===== src/rtl/puf_challenge_ctrl.sv =====
// puf_challenge_ctrl
//   Drives one arbiter-PUF mux21 chain and collects its response.
//   An LFSR supplies the per-stage challenge bits. Each challenge is evaluated
//   N_EVAL times by pulsing launch (SETTLE_CYC high, then SETTLE_CYC low), and
//   the sampled arbiter outputs are majority-voted into one response bit.
//   RESP_BITS voted bits are packed MSB-first into resp_out, and the word is
//   handed off with resp_valid/resp_ready.
//
// Ports
//   clk, rst            clock; asynchronous active-high reset
//   start               begin one response word (sampled only in IDLE)
//   seed_load, seed_in  load the LFSR seed (IDLE only; a zero seed loads 1)
//   challenge           challenge bits to the mux chain sel inputs
//   launch              race edge into the first stage
//   arb_in              arbiter flip-flop output of the chain
//   resp_out            packed response word
//   resp_valid          resp_out is valid
//   resp_ready          consumer accepts resp_out
//   busy                high in every state except IDLE
//
// Build option
//   PUF_SYNC_EN  adds a 2-flop synchronizer on arb_in and stretches the
//                LAUNCH phase by 2 cycles to cover the synchronizer delay.
module puf_challenge_ctrl #(
  parameter int N_STAGES   = 64,
  parameter int RESP_BITS  = 8,
  parameter int N_EVAL     = 5,
  parameter int SETTLE_CYC = 4
) (
  input  logic                 clk,
  input  logic                 rst,
  input  logic                 start,
  input  logic                 seed_load,
  input  logic [N_STAGES-1:0]  seed_in,
  output logic [N_STAGES-1:0]  challenge,
  output logic                 launch,
  input  logic                 arb_in,
  output logic [RESP_BITS-1:0] resp_out,
  output logic                 resp_valid,
  input  logic                 resp_ready,
  output logic                 busy
);

`ifdef PUF_SYNC_EN
  localparam int LAUNCH_CYC = SETTLE_CYC + 2;
`else
  localparam int LAUNCH_CYC = SETTLE_CYC;
`endif

  localparam int CYC_W  = (LAUNCH_CYC > 1) ? $clog2(LAUNCH_CYC) : 1;
  localparam int EVAL_W = $clog2(N_EVAL + 1);
  localparam int BIT_W  = (RESP_BITS > 1) ? $clog2(RESP_BITS) : 1;

  typedef enum logic [2:0] {
    IDLE,
    SETUP,
    LAUNCH,
    RELAX,
    VOTE,
    DONE
  } state_t;

  state_t               state;
  logic [CYC_W-1:0]     cyc_cnt;
  logic [EVAL_W-1:0]    eval_cnt;
  logic [EVAL_W-1:0]    ones_cnt;
  logic [BIT_W-1:0]     bit_cnt;
  logic [RESP_BITS-1:0] resp_sh;
  logic [RESP_BITS-1:0] resp_next;
  logic [N_STAGES-1:0]  lfsr_next;
  logic                 voted;
  logic                 arb_use;

`ifdef PUF_SYNC_EN
  logic [1:0] arb_sync;

  always_ff @(posedge clk or posedge rst) begin
    if (rst) begin
      arb_sync <= '0;
    end else begin
      arb_sync <= {arb_sync[0], arb_in};
    end
  end

  assign arb_use = arb_sync[1];
`else
  assign arb_use = arb_in;
`endif

  always_comb begin
    voted     = (ones_cnt > EVAL_W'(N_EVAL / 2));
    // Cast drops the old MSB so RESP_BITS == 1 needs no special case.
    resp_next = RESP_BITS'({resp_sh, voted});
    lfsr_next = {challenge[N_STAGES-2:0],
                 challenge[N_STAGES-1] ^ challenge[N_STAGES-2] ^
                 challenge[N_STAGES-4] ^ challenge[N_STAGES-5]};
  end

  always_ff @(posedge clk or posedge rst) begin
    if (rst) begin
      state      <= IDLE;
      challenge  <= N_STAGES'(1);
      launch     <= 1'b0;
      resp_out   <= '0;
      resp_valid <= 1'b0;
      busy       <= 1'b0;
      cyc_cnt    <= '0;
      eval_cnt   <= '0;
      ones_cnt   <= '0;
      bit_cnt    <= '0;
      resp_sh    <= '0;
    end else begin
      case (state)
        IDLE: begin
          bit_cnt <= '0;
          resp_sh <= '0;
          if (seed_load) begin
            // An all-zero state would lock the LFSR up.
            challenge <= (seed_in == '0) ? N_STAGES'(1) : seed_in;
          end else if (start) begin
            state <= SETUP;
            busy  <= 1'b1;
          end
        end
        SETUP: begin
          eval_cnt <= '0;
          ones_cnt <= '0;
          cyc_cnt  <= '0;
          launch   <= 1'b1;
          state    <= LAUNCH;
        end
        LAUNCH: begin
          if (cyc_cnt == CYC_W'(LAUNCH_CYC - 1)) begin
            cyc_cnt <= '0;
            if (arb_use) ones_cnt <= ones_cnt + EVAL_W'(1);
            launch  <= 1'b0;
            state   <= RELAX;
          end else begin
            cyc_cnt <= cyc_cnt + CYC_W'(1);
          end
        end
        RELAX: begin
          if (cyc_cnt == CYC_W'(SETTLE_CYC - 1)) begin
            cyc_cnt  <= '0;
            eval_cnt <= eval_cnt + EVAL_W'(1);
            if (eval_cnt == EVAL_W'(N_EVAL - 1)) begin
              state <= VOTE;
            end else begin
              launch <= 1'b1;
              state  <= LAUNCH;
            end
          end else begin
            cyc_cnt <= cyc_cnt + CYC_W'(1);
          end
        end
        VOTE: begin
          resp_sh   <= resp_next;
          challenge <= lfsr_next;
          if (bit_cnt == BIT_W'(RESP_BITS - 1)) begin
            resp_out   <= resp_next;
            resp_valid <= 1'b1;
            state      <= DONE;
          end else begin
            bit_cnt <= bit_cnt + BIT_W'(1);
            state   <= SETUP;
          end
        end
        DONE: begin
          if (resp_ready) begin
            resp_valid <= 1'b0;
            busy       <= 1'b0;
            state      <= IDLE;
          end
        end
        default: begin
          state  <= IDLE;
          launch <= 1'b0;
          busy   <= 1'b0;
        end
      endcase
    end
  end

endmodule

===== config.mk =====
export PLATFORM = sky130hd
export DESIGN_NAME = puf_challenge_ctrl
export DESIGN_NICKNAME = d
export VERILOG_FILES = /design/src/rtl/puf_challenge_ctrl.sv
export SDC_FILE = /design/constraint.sdc
export NUM_CORES = 1
export LEC_CHECK = 0
export BUFFER_PORTS_ARGS = -buffer_cell sky130_fd_sc_hd__buf_2
export CAP_MARGIN = 20
export CORE_UTILIZATION = 52
export CTS_BUF_LIST = sky130_fd_sc_hd__clkbuf_8
export CTS_CLUSTER_SIZE = 12
export DETAILED_ROUTE_END_ITERATION = 6
export GPL_TIMING_DRIVEN = 0
export HOLD_SLACK_MARGIN = 0.1
export PLACE_DENSITY_LB_ADDON = 0.3
export SKIP_LAST_GASP = 1
export SLEW_MARGIN = 20
export SYNTH_ARGS = -nofsm -noshare
export SYNTH_HDL_FRONTEND = slang
export SYNTH_SLANG_ARGS = --single-unit

===== constraint.sdc =====
create_clock -name clk -period 3.6 [get_ports clk]
set_input_delay 0.36 -clock clk [delete_from_list [all_inputs] [get_ports clk]]
set_output_delay 0.36 -clock clk [all_outputs]
set_load 0.05 [all_outputs]

==> results.py <==
metrics = {
    "hold_path": {
        "min-delay-start": "seed_in[18]",
        "hold_end": "challenge[18]",
        "hold_class": "primary input to register",
        "worstHoldPathCells": 3,
    },
    "power_and_ir_drop": {
        "cellPowerDensity_nw_per_um2": 391,
        "pwr-share-seq_pct": 54.0,
        "finalPower_mw": 2.15,
        "combPwrFrac_pct": 14.5,
        "intPower_mw": 1.48,
        "peakVddDrop_v": 0.000256,
        "swShare_pct": 30.9,
        "clockPowerShare_pct": 31.5,
        "p_leak_nw": 3.00,
        "power_switching_mw": 0.664,
    },
    "outcome": {
        "outcome": "finished clean",
    },
    "timing": {
        "fmax_mhz": 562,
        "relSlewSlack_pct": 58.9,
        "tightest_slew_ns": 0.614,
        "fin_hold_ws_ns": 0.235,
        "final.setup.worst_slack_ns": 1.82,
        "grt_setup_unrepaired": "false",
        "period_share_pct": 49.4,
        "setup_viol": 0,
        "fin_crit_ns": 1.78,
        "finClkSkew_ns": 0.0161,
        "hold_viol": 0,
        "drv_slew": 0,
    },
    "synthesis": {
        "synth_edf_count": 0,
        "async_flop_share_pct": 100,
        "yosysSeqAreaShare_pct": 54.6,
        "postSynthCellCount": 460,
        "synth_nets": 537,
        "ys_types": 41,
        "ys_warn_count": 0,
        "synth_area_per_cell_sq_um": 9.57,
        "ys_seq_elements": 96,
        "ys.flop_type": "dfrtp_1",
        "synth_area_sq_um": 4400,
    },
    "floorplanning": {
        "die_h_microns": 94.0,
        "dieArea_sq_um": 8840,
        "initial_core_util_pct": 53.6,
        "rows": 33,
        "die_x_microns": 94.0,
        "core_area_sq_um": 8220,
        "top_level_ports": 145,
    },
    "clock_tree": {
        "cts_tree": "built",
        "cts.sinks": 96,
        "cts_buffer_depth": 2,
        "cts_made_buffers": 9,
        "htree_levels": 3,
        "postCtsSetupRepairBufs": 0,
        "clk_pin_slew_worst_paths_ns": 0.10,
        "clk_latency_ns": 0.36,
        "cts_root_buf": "clkbuf_8",
    },
    "placed_design": {
        "placed_cells": 710,
        "place_ws_ns": 1.86,
        "dp_hpwl_mm": 8.37,
        "io_buffers": 144,
        "routabilityCongestion": 0.853,
    },
    "grt": {
        "grt_max_degree": 55,
        "grt_overflow": 0,
        "grt.total_usage_pct": 26.8,
        "grt_pass1_vias": 3734,
        "grt_pass1_wl_mm": 18.2,
        "antenna_found_initial": 0,
    },
    "critical_path": {
        "arrival_ns": 2.02,
        "reg2reg_setup_slack_ns": 1.82,
        "r2r_cells": 5,
        "path_max_fanout": 9,
        "start_kind": "register",
        "r2r_start": "cyc_cnt[0]",
        "r2r-end": "ones_cnt[1]",
        "end_kind": "register",
        "critPathRequiredTime_ns": 3.84,
        "critical_path_class": "register to register",
    },
    "drt": {
        "drc": 0,
        "viasPerCell": 5.70,
        "drt_iter0_markers": 280,
        "ant_nets": 0,
        "drt-wirelength-per-cell_microns": 15.7,
        "wirelength_mm": 11.4,
        "vias": 4142,
        "firstDrtPassIters": 5,
    },
    "layout": {
        "layout.cells.non_filler": 727,
        "area_growth_pct": 24.6,
        "drive_gt1_share_pct": 30.2,
        "layout_common_cells": "161 x buf_2, 155 x nand2_1, 95 x dfrtp_1",
        "final_core_util_pct": 66.8,
        "num-nets-final": 694,
        "mostFrequentLayoutCell": "buf_2",
        "nFillCells": 666,
        "diodes": 0,
    },
    "job": {
        "cap_viol_max_count": 0,
    },
}
[synth_stat cells, types with 2 or more instances]
cell type  instances  area share, %
a21o_1             3           0.51
nand4_1            5           0.71
xnor2_1            3           0.60
nor2_1             5           0.43
nor3_1             3           0.34
inv_1             11           0.94
mux2_2             2           0.51
a21oi_1            4           0.45
ha_1               7            2.0
a32o_1             2           0.45
buf_2             17            1.9
dfrtp_1           95             54
nor4_1            17            2.4
nand2b_1           3           0.43
a22oi_1           64             11
clkbuf_1           8           0.68
buf_4              2           0.34
mux2_1             7            1.8
o31ai_1            2           0.34
nand2_1          155             13
o21ai_0           14            1.6
a31oi_1            2           0.28
nand3_1           11            1.2
[worst max-delay path, stage by stage (launching register included)]
cell and delay, ns:
dfrtp_1 0.38, ha_1 0.16, clkbuf_1 0.31, nand4b_1 0.19
a21oi_2 0.27, mux2_2 0.36
[final cells by class]
type	count	area (sq um)	area share, %
inverters	11	46.3	0.844
flip-flops and latches	96	2400	43.8
repair buffers	146	758	13.8
clock inverters	6	50.0	0.912
multi-input cells	325	1830	33.3
well taps	105	131	2.39
plain buffers	28	134	2.44
clock buffers	10	138	2.51
[worst max path at each step]
| stage | from | to | slack (ns) |
|---|---|---|---|
| after floorplan | rst | bit_cnt[0] | 0.74 |
| after global placement | rst | resp_out[7] | -0.38 |
| after detailed placement | cyc_cnt[0] | ones_cnt[1] | 1.86 |
| after CTS | cyc_cnt[0] | ones_cnt[1] | 1.81 |
| after global routing | cyc_cnt[0] | ones_cnt[1] | 1.73 |
| final | cyc_cnt[0] | ones_cnt[1] | 1.82 |
[timing repair]
action,CTS,global route
hold endpoints to repair,42,0
hold buffers,1,0
gates resized for setup,0,0
[per-layer routing]
| metal | up-vias | track usage, % | part of all wire [%] |
|---|---|---|---|
| li1 | 1940 | - | - |
| met1 | 2013 | 37.2 | 43 |
| met2 | 164 | 41.0 | 47 |
| met3 | 25 | 6.23 | 7.3 |
| met4 | 0 | 9.49 | 2.7 |
| met5 | - | 0 | 0 |
[sequential cells by signal, summed over array words and instances, names as in the netlist]
signal / flops
resp_valid: 1
eval_cnt: 3
busy: 1
state: 3
bit_cnt: 3
resp_out: 8
launch: 1
resp_sh: 7
cyc_cnt: 2
ones_cnt: 3
challenge: 64
[cell families (layout without fill, tap and decap cells)]
logic type | after synthesis | after routing | synth area share (%)
flops | 96 | 96 | 54.6
xor+xnor | 3 | 3 | 0.597
simple gates | 208 | 208 | 20.7
mux | 10 | 10 | 2.53
compound gates | 97 | 97 | 15.6
buf+inv | 39 | 201 | 3.98
fa+ha+maj | 7 | 7 | 1.99
[metrics by stage]
stage / cell area, sq um / TNS [ns]
finish: 5490 / 0
global placement: 5260 / -36.25
floorplan: 4400 / 0
global route: 5490 / 0
detailed placement: 5290 / 0
CTS: 5490 / 0
[power groups by stage]
stage	Sequential, mW	Clock (mW)	Combinational (mW)
5_1_grt	1.16	0.741	0.333
6_report	1.16	0.677	0.312
3_5_place_dp	1.18	0	0.312
4_1_cts	1.16	0.689	0.314
2_1_floorplan	1.31	0	0.0595
3_3_place_gp	1.18	0	0.304
Power figures use the tool's default switching activity.
